===== src/rtl/regfile_pkg.sv =====
// +------------------------------------------------------------------+
// | regfile_pkg : shared register-file widths and decode helper       |
// | rev 1.0                                                           |
// +------------------------------------------------------------------+
`default_nettype none

package regfile_pkg;

  localparam int ADDR_W   = 5;
  localparam int DATA_W   = 64;
  localparam int NUM_REGS = 32;
  localparam int ZERO_REG = 31;

  // Basic 2:4 cell; the same cell drives the read-mux select tree.
  function automatic logic [3:0] dec2to4(input logic [1:0] sel);
    dec2to4 = 4'b0001 << sel;
  endfunction

endpackage

`default_nettype wire


===== src/rtl/dec_onehot.sv =====
// +------------------------------------------------------------------+
// | dec_onehot : address to one-hot decoder built from 2:4 cells      |
// | rev 1.0                                                           |
// +------------------------------------------------------------------+
`default_nettype none

module dec_onehot
  import regfile_pkg::*;
#(
  parameter int ADDR_W   = regfile_pkg::ADDR_W,
  parameter int NUM_REGS = regfile_pkg::NUM_REGS
) (
  input  logic                en,
  input  logic [ADDR_W-1:0]   addr,
  output logic [NUM_REGS-1:0] onehot
);

  localparam int NGRP = (ADDR_W + 1) / 2;

  logic [NGRP-1:0][3:0] grp_hot;

  // Each address digit pair is predecoded; an odd top bit uses half a cell.
  for (genvar g = 0; g < NGRP; g++) begin : g_grp
    if (2 * g + 1 < ADDR_W) begin : g_pair
      assign grp_hot[g] = dec2to4(addr[2*g+1 -: 2]);
    end else begin : g_single
      assign grp_hot[g] = dec2to4({1'b0, addr[2*g]});
    end
  end

  for (genvar i = 0; i < NUM_REGS; i++) begin : g_out
    logic [NGRP-1:0] terms;
    for (genvar g = 0; g < NGRP; g++) begin : g_term
      localparam int SEL = (i >> (2 * g)) % 4;
      assign terms[g] = grp_hot[g][SEL];
    end
    assign onehot[i] = en & (&terms);
  end

  logic unused_hot;
  assign unused_hot = ^grp_hot;

endmodule

`default_nettype wire


===== src/rtl/regfile_wr_decoder.sv =====
// +------------------------------------------------------------------+
// | regfile_wr_decoder : registered write-back request to one-hot     |
// | write enables plus read-port bypass flags.  rev 1.0               |
// +------------------------------------------------------------------+
`default_nettype none

module regfile_wr_decoder
  import regfile_pkg::*;
#(
  parameter int ADDR_W   = regfile_pkg::ADDR_W,
  parameter int DATA_W   = regfile_pkg::DATA_W,
  parameter int NUM_REGS = regfile_pkg::NUM_REGS,
  parameter int ZERO_REG = regfile_pkg::ZERO_REG
) (
  input  logic                clk,
  input  logic                reset,
  input  logic                stall,
  input  logic                flush,
  input  logic                wr_en_in,
  input  logic [ADDR_W-1:0]   wr_addr_in,
  input  logic [DATA_W-1:0]   wr_data_in,
  input  logic [ADDR_W-1:0]   rd_addr_a,
  input  logic [ADDR_W-1:0]   rd_addr_b,
  output logic [NUM_REGS-1:0] wr_sel,
  output logic [DATA_W-1:0]   wr_data,
  output logic                wr_valid,
  output logic                fwd_a,
  output logic                fwd_b
);

  localparam logic [ADDR_W-1:0]   c_zero_addr = ADDR_W'(ZERO_REG);
  localparam logic [ADDR_W:0]     c_num_regs  = (ADDR_W + 1)'(NUM_REGS);
  localparam logic [NUM_REGS-1:0] c_zero_mask =
      (ZERO_REG < NUM_REGS) ? (NUM_REGS'(1) << ZERO_REG) : '0;

  logic              valid_q, valid_d;
  logic [ADDR_W-1:0] addr_q,  addr_d;
  logic [DATA_W-1:0] data_q,  data_d;

  // Flush only kills the valid bit; address and data are left to hold.
  always_comb begin
    valid_d = valid_q;
    addr_d  = addr_q;
    data_d  = data_q;
    if (flush) begin
      valid_d = 1'b0;
    end else if (!stall) begin
      valid_d = wr_en_in;
      addr_d  = wr_addr_in;
      data_d  = wr_data_in;
    end
  end

  always_ff @(posedge clk or posedge reset) begin
    if (reset) begin
      valid_q <= 1'b0;
      addr_q  <= '0;
      data_q  <= '0;
    end else begin
      valid_q <= valid_d;
      addr_q  <= addr_d;
      data_q  <= data_d;
    end
  end

  logic [NUM_REGS-1:0] dec_hot;

  dec_onehot #(
    .ADDR_W   (ADDR_W),
    .NUM_REGS (NUM_REGS)
  ) u_dec (
    .en     (valid_q),
    .addr   (addr_q),
    .onehot (dec_hot)
  );

  // A write that actually lands in the array: valid, in range, not the zero register.
  logic write_live;
  assign write_live = valid_q && (addr_q != c_zero_addr) && ({1'b0, addr_q} < c_num_regs);

  assign wr_sel   = dec_hot & ~c_zero_mask;
  assign wr_data  = data_q;
  assign wr_valid = valid_q;
  assign fwd_a    = write_live && (addr_q == rd_addr_a);
  assign fwd_b    = write_live && (addr_q == rd_addr_b);

endmodule

`default_nettype wire


===== config.mk =====
export PLATFORM = sky130hd
export DESIGN_NAME = regfile_wr_decoder
export DESIGN_NICKNAME = d
export VERILOG_FILES = /design/src/rtl/regfile_pkg.sv /design/src/rtl/dec_onehot.sv /design/src/rtl/regfile_wr_decoder.sv
export SDC_FILE = /design/constraint.sdc
export NUM_CORES = 1
export LEC_CHECK = 0
export CAP_MARGIN = 20
export CELL_PAD_IN_SITES_DETAIL_PLACEMENT = 1
export CELL_PAD_IN_SITES_GLOBAL_PLACEMENT = 1
export CORE_ASPECT_RATIO = 0.6
export CORE_MARGIN = 2
export CORE_UTILIZATION = 25
export DETAILED_ROUTE_END_ITERATION = 16
export GPL_TIMING_DRIVEN = 0
export PLACE_DENSITY = 0.84
export SLEW_MARGIN = 20
export SYNTH_ARGS = -nofsm -noshare
export SYNTH_HDL_FRONTEND = slang
export SYNTH_SLANG_ARGS = --single-unit

===== constraint.sdc =====
create_clock -name clk -period 2.3 [get_ports clk]
set_input_delay 0.69 -clock clk [delete_from_list [all_inputs] [get_ports clk]]
set_output_delay 0.69 -clock clk [all_outputs]
set_load 0.02 [all_outputs]

==> metrics.txt, run 1 <==
status=finished with violations; failing checks=negative setup slack; # fillers=1258; leakage power=0.00235 uW; Routed WL per cell=17.8 um; worst stage delay on the critical path=0.48 ns; Unique masters post-synth=24; Cell Chain, Critical Path=buf_6 -> nand4b_1 -> nor2_1 -> buf_4; CP startpoint=addr_q[3]; Post-DRT Antenna Nets=0; area leader, netlist=dfrtp_1; Total Nets Final=511; final cell count without fillers=597; GP Congestion=0.735; hold_ws=0.504 ns; I/O pin count=183; CTS max path bufs=2; gr usage total=16.0%; CTS tree=built; CTS Root Cell=clkbuf_16; critical path endpoint category=output pin; clk slew on worst S/H paths=0.06 ns; RSZ-0062 raised after global routing=true; most common cell in the synthesized netlist=dfrtp_1; Critical Path End=wr_sel[23]; Die Width=147 um; Hold Crit Class=flip-flop to flip-flop; Async SR Flop Fraction=100%; worst r2r dst=addr_q[3]; row cnt=31; Syn Nets=308; sequential share of the synthesized area=57.3%; antenna violations before repair=0; Synth top area share=57.3%; # diodes=0; critical path required time=1.61 ns; Synth Flop Type=dfrtp_1; Worst path top cell family by delay=simple AND/OR/NAND/NOR gates; Die H=89.7 um; largest net degree at the start of global routing=33; H-tree levels=3; Final min period=2.33 ns; vias in the first global route=2804; PortBufs=181; DR vias/cell=4.32; PwrDens=789 nW/um^2; die footprint=13200 um^2; flop2flop setup slack=1.14 ns; DRT iter0 DRCs=38; Tcrit/Tclk final=101%; CP Max Fanout=7; Area Growth Syn to Fin=80.8%; WP buf/inv=2; Final Max Tran Viols=0; Post-Synthesis Cells=224; core footprint=12000 um^2; worst skew pair latency=0.32 ns; Max Clk Rate=429 MHz; Routed Wire Length=10600 um; wire length of the first global-routing pass=15800 um; # clock sinks=70; Final Setup Violations=2; metal2 WL=5250 um; grt total ovfl=0; Hold Vio Cnt, Final=0; Detailed Place HPWL=8210 um; worst r2r src=addr_q[3]; synthesized area per cell=13.7 um^2; cell depth of the worst setup path=4; Netlist Area Pre-Place=3060 um^2; Met3 Wirelength=748 um; FF-to-FF path depth=3; Setup WS post-layout=-0.0305 ns; Routed met1 length=4450 um; placed cells=572; top layer in use=met4; CP startpoint kind=flip-flop; number of CTS-inserted buffers=9; Worst VDD drop=367 uV; DRC violations left=0; layout cell share with drive strength beyond 1=39.8%; Syn. warnings=0; Post-synth top cells=dfrtp_1 (70), mux2_2 (59), nor2_1 (27); post-synthesis register bit count=70; Synth area leaders=dfrtp_1 (57%), mux2_2 (22%), mux2_4 (4.9%), nor2_1 (3.3%), xnor2_1 (1.7%); Slowest-stage cell, CP=dfrtp_2; Max Cap Viol=0; Pre-Repair DR Iteration Count=4; skew final=0 ns; starting density of the core=25.5%; CP Class=flip-flop to output pin; DR vias=2578; Critical Path AT=1.64 ns; Post-synth EDFFs=0
placed cells by master (no fill, tap or decap), drive strengths merged:
cell / count
xor2: 4
clkinvlp: 2
nand4: 3
bufinv: 3
mux2: 69
xnor2: 6
nand3: 3
nor4: 2
mux2i: 1
nand3b: 2
clkbuf: 14
conb: 1
nand2b: 4
nor2: 28
buf: 61
and2b: 1
clkinv: 1
dlygate4sd2: 3
clkdlybuf4s50: 138
inv: 2
nor3: 8
nand2: 3
dfrtp: 70
nand4b: 2
dlymetal6s2s: 1
routing by layer:
layer / track usage, % / up-vias
met5: 0 / -
met4: 4.85 / 0
met3: 6.26 / 13
met2: 28.4 / 106
met1: 18.4 / 1292
li1: - / 1167
cell families (layout without fill, tap and decap cells):
| kind of cell | count (synthesis) | after routing | share of synthesized area [%] |
|---|---|---|---|
| buffers and inverters | 17 | 225 | 3.76 |
| XOR/XNOR | 10 | 10 | 2.86 |
| multiplexers | 70 | 70 | 27.0 |
| other | 1 | 1 | 0.123 |
| AND/OR/NAND/NOR | 56 | 56 | 9.00 |
| flip-flops | 70 | 70 | 57.3 |
worst min path at each step:
stage                     start     endpoint  slack (ns)  cells past startpoint
global route        wr_data[25]  wr_data[25]        0.53                      1
global placement    wr_data[59]  wr_data[59]        0.49                      1
floorplan            wr_data[0]   wr_data[0]        0.64                      1
detailed placement  wr_data[13]  wr_data[13]        0.49                      1
CTS                 wr_data[13]  wr_data[13]        0.51                      1
finish              wr_data[13]  wr_data[13]        0.50                      1
repair_timing:
item / 4_1_cts / 5_1_grt
resized for setup: 170 / 49
pin swaps: 14 / 17
hold buffers: 0 / 0
setup endpoints to repair: 33 / 30
buffers inserted: 6 / 6
stage by stage:
step / cell area, um^2 / utilization [%] / setup TNS, ns / total power (uW) / worst slack, ns
detailed placement: 5130 / 42.8 / -5.27 / 2720 / -0.711
finish: 5530 / 46.1 / -0.0339 / 4360 / -0.0305
global placement: 5080 / 42.4 / -4.86 / 2650 / -0.646
CTS: 5470 / 45.7 / -0.0875 / 4390 / -0.0612
global route: 5530 / 46.1 / -0.868 / 4580 / -0.101
floorplan: 3060 / - / 0 / 2090 / 0.0595
flip-flops by register name, indices dropped and copies added, names as in the netlist:
name and count:
wr_valid 1, addr_q 5, wr_data 64
final cells by class:
class | count | area (um^2) | share of cell area, %
Multi-Input combinational cell | 137 | 1270 | 23.1
Sequential cell | 70 | 1760 | 31.8
Timing Repair Buffer | 195 | 1810 | 32.7
Buffer | 13 | 128 | 2.31
Clock buffer | 9 | 225 | 4.07
Inverter | 1 | 7.51 | 0.136
Tap cell | 165 | 206 | 3.73
Clock inverter | 7 | 120 | 2.17
report_power, final:
part	total (uW)	switching (uW)	internal (uW)
logic	1220	536	679
registers	1540	125	1420
clock network	1600	540	1060
total	4360	1200	3160
No activity file was read; power rests on OpenSTA's default activity.
==> run 2, diff against run 1 <==
GPL_TIMING_DRIVEN = default   (was 0)
==> run 2 against run 1 <==
The flow now finishes without violations. Die area did not move. Worst hold slack lost 0.0013 ns. Combinational power about the same. Largest cell class unchanged. Non-clock buffer count shrank 5. Wire length down 5.3%. Critical path type unchanged. Utilization shrank 0.25 points.
==> metrics.txt, run 2 (synthesis gave the netlist of run 1 again) <==
status=finished clean; Max Cap Viol=0 (unchanged); worst skew pair latency=0.33 ns (about the same); cell-internal power=3130 uW (-0.97%); Sequential Area=1760 um^2 (about the same); # diodes=0 (unchanged); area of the multi-input gates=1270 um^2 (-0.39%); PwrDens=780 nW/um^2 (-1.1%); WP buf/inv=1 (-1); Die H=89.7 um (unchanged); starting density of the core=25.5% (unchanged); most frequent cells in the layout=clkdlybuf4s50_1 (139), dfrtp_1 (65), mux2_2 (59); grt total ovfl=0 (unchanged); I/O pin count=183 (unchanged); Final Setup Violations=0 (-2); # fillers=1262 (+0.32%); GP Congestion=0.763 (+3.8%); Critical Path AT=1.61 ns (-0.03 ns); layout cell share with drive strength beyond 1=39.0% (-0.85 points); FF-to-FF path depth=3 (unchanged); die footprint=13200 um^2 (unchanged); gr usage total=15.2% (-0.83 points); CP Max Fanout=4 (-3); critical path endpoint category=output pin; Worst path top cell family by delay=simple AND/OR/NAND/NOR gates; Routed Wire Length=10100 um (-5.3%); leakage power=0.00230 uW (-2.1%); DR vias/cell=4.28 (-0.83%); pre-CTS WS=-0.717 ns (-0.00649 ns); Post-DRT Antenna Nets=0 (unchanged); CP startpoint kind=flip-flop; worst r2r dst=addr_q[0]; wire length of the first global-routing pass=15200 um (-4.0%); RSZ-0062 raised after global routing=true; CP Class=flip-flop to output pin; Total Nets Final=506 (-0.98%); H-tree levels=3 (unchanged); HP Start=wr_data[2]; power share of the clock group=36.4% (-0.4 points); Tcrit/Tclk final=99.9% (-1.5 points); DRC violations left=0 (unchanged); antenna violations before repair=0 (unchanged); Slowest-stage cell, CP=dfrtp_1; PortBufs=181 (unchanged); Routed WL per cell=17.0 um (-4.3%); Final Max Tran Viols=0 (unchanged); switching pwr=1160 uW (-3.3%); Cell Chain, Critical Path=and2b_2 -> nand3_1 -> nor2_1 -> clkdlybuf4s15_2; number of CTS-inserted buffers=9 (unchanged); Seq pwr share=35.8% (+0.5 points); Hold Path Cell Cnt=1 (unchanged); Hold Vio Cnt, Final=0 (unchanged); DR vias=2531 (-1.8%); CTS Root Cell=clkbuf_16; Area Growth Syn to Fin=79.8%; Pre-Repair DR Iteration Count=4 (unchanged); Setup WS post-layout=0.00304 ns (+0.0336 ns); Final min period=2.30 ns (-0.0336 ns); combinational power share=27.8% (about the same); CTS max path bufs=2 (unchanged); row cnt=31 (unchanged); Endpoint, Worst Hold=wr_data[2]; # clock sinks=70 (unchanged); Max Clk Rate=435 MHz (+1.5%); Largest register FFs=64 (unchanged); CTS tree=built; commonest non-fill, non-tap cell in the layout=clkdlybuf4s50_1; core footprint=12000 um^2 (unchanged); Die Width=147 um (unchanged); critical path required time=1.61 ns (about the same); DRT iter0 DRCs=47 (+24%); Hold Crit Class=flip-flop to flip-flop; Detailed Place HPWL=7640 um (-6.9%); largest net degree at the start of global routing=50 (+52%); clk slew on worst S/H paths=0.05 ns (about the same); vias in the first global route=2819 (+0.53%); worst r2r src=addr_q[0]; Worst VDD drop=361 uV (-1.5%); flop2flop setup slack=1.18 ns (+0.04 ns); switching part of the total=27.1% (-0.48 points); skew final=0 ns (unchanged); worst stage delay on the critical path=0.42 ns (-0.06 ns); hold_ws=0.503 ns (-0.00127 ns)
[run 2: worst max path at each step]
stage | endpoint | depth (start not counted) | from
floorplan | fwd_a | 3 | rd_addr_a[3]
global placement | fwd_a | 5 | rd_addr_a[3]
detailed placement | fwd_a | 5 | rd_addr_a[3]
CTS | fwd_a | 5 | rd_addr_a[3]
global route | wr_sel[15] | 4 | addr_q[4]
finish | wr_sel[15] | 4 | addr_q[4]
[run 2: worst register-to-register path, cell delays in order, from the launching register on]
cell     delay, ns
dfrtp_2       0.44
buf_4         0.16
buf_4         0.14
mux2_2        0.26
[run 2: what timing repair did]
item	4_1_cts	5_1_grt
endpoints found under the setup margin	33	31
setup buffers	1	4
hold buffers	0	0
gates resized for setup	135	57
pin swaps	8	17
[run 2: power by group through the flow]
stage	Combinational [uW]	Sequential (uW)	Clock, uW
after floorplan	354	1730	0
after global placement	1150	1540	0
after detailed placement	1170	1560	0
after CTS	1180	1540	1620
after global routing	1260	1560	1680
final	1190	1540	1560
[run 2: through the flow]
stage | utilization [%] | std cells | setup TNS (ns) | cell area, um^2 | power, uW
4_1_cts | 45.5 | 587 | -1.06 | 5460 | 4340
5_1_grt | 45.9 | 591 | -0.581 | 5500 | 4500
2_1_floorplan | - | 224 | 0 | 3060 | 2090
3_3_place_gp | 42.8 | 571 | -1.44 | 5130 | 2690
3_5_place_dp | 42.8 | 571 | -2.39 | 5130 | 2730
6_report | 45.9 | 591 | 0 | 5500 | 4290
[run 2: per-layer routing]
layer  track usage [%]  vias to the layer above  part of all wire (%)
met3              6.52                       13                   7.8
met2              25.1                      105                    47
met4              5.47                        0                   1.6
met5                 0                        -                     0
met1              18.2                     1251                    44
li1                  -                     1162                     -
[run 2: layout make-up]
class                           count  area share [%]
Clock buffer                        9            4.10
Clock inverter                      6            2.03
Inverter                            1           0.137
Multi-Input combinational cell    137            23.1
Sequential cell                    70            32.0
Tap cell                          165            3.75
Timing Repair Buffer              203            34.9
==> patch 1: new RTL, flow settings as in run 1 <==
Set the package constant `DATA_W` to 128 (it was 64).
--- a/src/rtl/regfile_pkg.sv
+++ b/src/rtl/regfile_pkg.sv
@@ -7,7 +7,7 @@
 package regfile_pkg;
 
   localparam int ADDR_W   = 5;
-  localparam int DATA_W   = 64;
+  localparam int DATA_W   = 128;
   localparam int NUM_REGS = 32;
   localparam int ZERO_REG = 31;
 
Interface: changed (resized wr_data and wr_data_in); port bits go from 183 to 311. No check against the original RTL was run, so the function may have changed too.
==> patch 1 against run 1 <==
The run still ends with setup timing left. Cell area is 78% higher. Sequential cell count is 64 higher. Count of clock-buffer cells in the layout is 10 higher. Area after synthesis is 76% higher. Final cell count is 68% higher. Setup slack worse by 0.094 ns. Routed wire length is 81% higher. Power is 84% higher. Core utilization is 0.46 points higher. Critical path depth stayed put. Synthesized cell count is 59% higher. Maximum frequency is 3.9% lower. Via count is 69% higher. Worst hold slack worse by 0.023 ns. Critical endpoint is now wr_sel[24]. Largest cell class unchanged. Highest routed layer unchanged.
==> patch 1: results (changes against run 1) <==
Peak VDD IR=0.4688 mV (+28%); Top Layer Used=met4; placed cell count=949 (+66%); share of cells above drive strength 1=29.13% (-11 points); Crit path arrival time=1.73 ns (+0.09 ns); worst-skew pair later-pin latency=0.41 ns (+0.09 ns); Hold WS=0.4811 ns (-0.02299 ns); met2 wire length=9.029 mm (+72%); slew margin rel.=64.70%; Finish-stage setup viols=18 (+16); met3 global-route usage=6.934% (+0.67 points); post-synthesis sequential area ratio=62.31% (+5.0 points); synth unique cells=23 (-4.2%); worst setup margin=-0.1245 ns (-0.09401 ns); Routed WL=19.23 mm (+81%); Compound-Gate Fraction of Synth Area=0.09300% (+0.093 points); worst slack, placed=-0.9125 ns (-0.2017 ns); I/O Buffers=309 (+71%); failing checks=setup timing; Post-Route Setup TNS=-1.026 ns (-0.9919 ns); met2 usage=26.16% (-2.3 points); Num CTS Buffers=17 (+8); Vias/cell=4.347 (+0.67%); first-pass GRT wire length=29.12 mm (+84%); fin nets=857 (+68%); Leak Pwr=4.083 nW (+74%); DRT iter0 DRCs=84 (+120%); status=finished with violations; vias=4347 (+69%); WHS Endpoint=wr_data[48]$_DFFE_PP0P_; M1 GR Usage=20.92% (+2.5 points); met3 WL post-DR=1.458 mm (+95%); GR Util All Layers=16.74% (+0.71 points); max reg flops=128 (+100%); number of global-route vias before repair=4865 (+74%); placed inst area=0.008907 sq mm (+74%); M1 wire length=8.374 mm (+88%); Area contributors post-synth=dfrtp_1, mux2_1, mux2_2; multiplexer area fraction after synthesis=28.02% (+1.1 points); Yosys top cell area share=62.31% (+5.0 points); Post-Synth XOR/XNOR Area=1.628% (-1.2 points); DPL Wire Length=14.12 mm (+72%); Synth top cells by count=dfrtp_1, mux2_1, mux2_2; crit path launch=addr_q[2]$_DFFE_PP0P_; min-delay src=wr_data[48]$_DFFE_PP0P_; worst r2r path cells=3 (unchanged); Critical Path Sink=wr_sel[24]; Net Count, Synth=505 (+64%)
[patch 1: timing repair]
item                       4_1_cts  5_1_grt
setup buffers                   16        5
pin swaps                       16       17
setup endpoints to repair       34       31
hold buffers                     0        0
cloned                           0        0
gates resized for setup        192       52
[patch 1: worst max-delay path, cell delays in order (launching register included)]
cell and delay, ns:
dfrtp_2 0.47, buf_6 0.16, nand4b_1 0.28, nor3_2 0.25
buf_4 0.17
[patch 1: area by class of cell]
type / count / area (sq um)
flip-flops and latches: 134 / 3358
fillers: 2172 / 11260
inverters: 1 / 7.507
plain buffers: 20 / 183.9
repair buffers: 334 / 3252
well taps: 279 / 349.1
clock inverters: 12 / 176.4
clock buffers: 19 / 452.9
multi-input cells: 201 / 2044
[patch 1: power by group]
group / switching [mW] / internal (mW) / leakage (nW)
registers: 0.189 / 2.71 / 1.57
logic: 1.01 / 1.18 / 2.21
clock network: 1.06 / 1.87 / 0.305
==> patch 2: new RTL, config.mk and constraints of run 1 <==
Without the edit above. Make the reset (`reset`) synchronous in one clocked block.
--- a/src/rtl/regfile_wr_decoder.sv
+++ b/src/rtl/regfile_wr_decoder.sv
@@ -51,7 +51,7 @@
     end
   end
 
-  always_ff @(posedge clk or posedge reset) begin
+  always_ff @(posedge clk) begin
     if (reset) begin
       valid_q <= 1'b0;
       addr_q  <= '0;
Function: differs if reset is asserted again (counterexample within 4 cycles, from zero or initial values and one cycle with reset high); with reset held inactive, the same outputs for 10 cycles.
==> patch 2 against run 1 <==
Sequential cell count unchanged. Setup slack improved by 0.094 ns. Routed wire length increased by 5.5%. Area after synthesis decreased by 8.3%. Cell area decreased by 7.6%. Critical path type unchanged. Largest cell class unchanged. Highest routed layer unchanged.
Power is not compared: it rests on default switching activity, and its combinational part moved more than twofold at a synthesized area within 25%.
==> patch 2: results (changes against run 1) <==
Synth async-reset ratio=0% (-100 points); Synth top cells by count=nand2_1, dfxtp_1, a21oi_1; Main synth FF type=dfxtp_1; GR Util All Layers=18.43% (+2.4 points); multiplexer area fraction after synthesis=0.3570% (-27 points); largest net degree at the start of global routing=13 (-61%); synth unique cells=23 (-4.2%); met3 global-route usage=7.873% (+1.6 points); fin area=0.005107 sq mm (-7.6%); met2 usage=30.29% (+1.9 points); fin nets=656 (+28%); met2 wire length=5.178 mm (-1.3%); Compound-Gate Fraction of Synth Area=12.32% (+12 points); post-synthesis sequential area ratio=49.98% (-7.3 points); DRT iter0 DRCs=74 (+95%); Crit path arrival time=1.55 ns (-0.09 ns); Clk Tree Root Cell=clkbuf_16; M1 wire length=4.960 mm (+11%); drt pass-1 iters=5 (+1); Fillers=1289 (+2.5%); ant diodes=0 (unchanged); Clock transition at path regs=0.06 ns (about the same); Num CTS Buffers=9 (unchanged); Post-Synth XOR/XNOR Area=3.124% (+0.26 points); DPL Wire Length=8.536 mm (+4.0%); Net Count, Synth=462 (+50%); status=completed; share of cells above drive strength 1=15.42% (-24 points); worst-path fanout max=9 (+2); number of global-route vias before repair=3422 (+22%); placed inst area=0.004780 sq mm (-6.8%); M1 GR Usage=22.48% (+4.1 points); Routed WL=11.20 mm (+5.5%); I/O Buffers=180 (-0.55%); worst slack, placed=-0.7165 ns (-0.005703 ns); initial antenna violation count=0 (unchanged); met3 WL post-DR=1.015 mm (+36%); GP Congestion=0.7937 (+8.0%); Area contributors post-synth=dfxtp_1, nand2_1, a21oi_1; first-pass GRT wire length=17.41 mm (+10%)
## patch 2: layout make-up
cell class	instances	area share, %
clock inverters	5	1.592
multi-input cells	276	25.38
well taps	139	3.405
flip-flops and latches	70	27.63
clock buffers	11	4.753
plain buffers	29	3.552
repair buffers	186	33.68
## patch 2: worst paths after layout
path                            start                       end  slack, ns  cells after the start
min reg2reg  wr_data[26]$_SDFFE_PP0P_  wr_data[26]$_SDFFE_PP0P_       0.46                      2
max            addr_q[4]$_SDFFE_PP0P_                 wr_sel[1]       0.06                      4
max reg2reg    addr_q[2]$_SDFFE_PP0P_    addr_q[2]$_SDFFE_PP0P_       1.32                      5
min          wr_data[26]$_SDFFE_PP0P_  wr_data[26]$_SDFFE_PP0P_       0.46                      2
## patch 2: worst max-delay path, stage by stage, from the launching register on
cell and delay (ns):
dfxtp_2 0.38, and2b_2 0.29, nand3b_1 0.19, nor3_1 0.19, buf_4 0.18
## patch 2: report_power, final
group | total [mW] | internal (mW) | switching [mW]
clock network | 1.50 | 0.981 | 0.515
logic | 0.523 | 0.279 | 0.244
registers | 1.31 | 1.27 | 0.0363
total | 3.32 | 2.53 | 0.795
## patch 2: timing repair
item                                    4_1_cts  5_1_grt
hold buffers                                  0        0
resized for setup                           155       34
pin swaps                                    14       11
endpoints found under the setup margin       33       25
cloned                                        0        1
setup buffers                                 3        2
## patch 2: per-stage QoR
| stage | setup TNS [ns] | hold WS [ns] | std cells |
|---|---|---|---|
| global route | -0.1215 | 0.4707 | 716 |
| floorplan | 0 | 0.5327 | 378 |
| finish | 0 | 0.4551 | 716 |
| CTS | -0.04112 | 0.4552 | 714 |
| detailed placement | -8.356 | 0.4475 | 697 |
| global placement | -5.643 | 0.4410 | 697 |
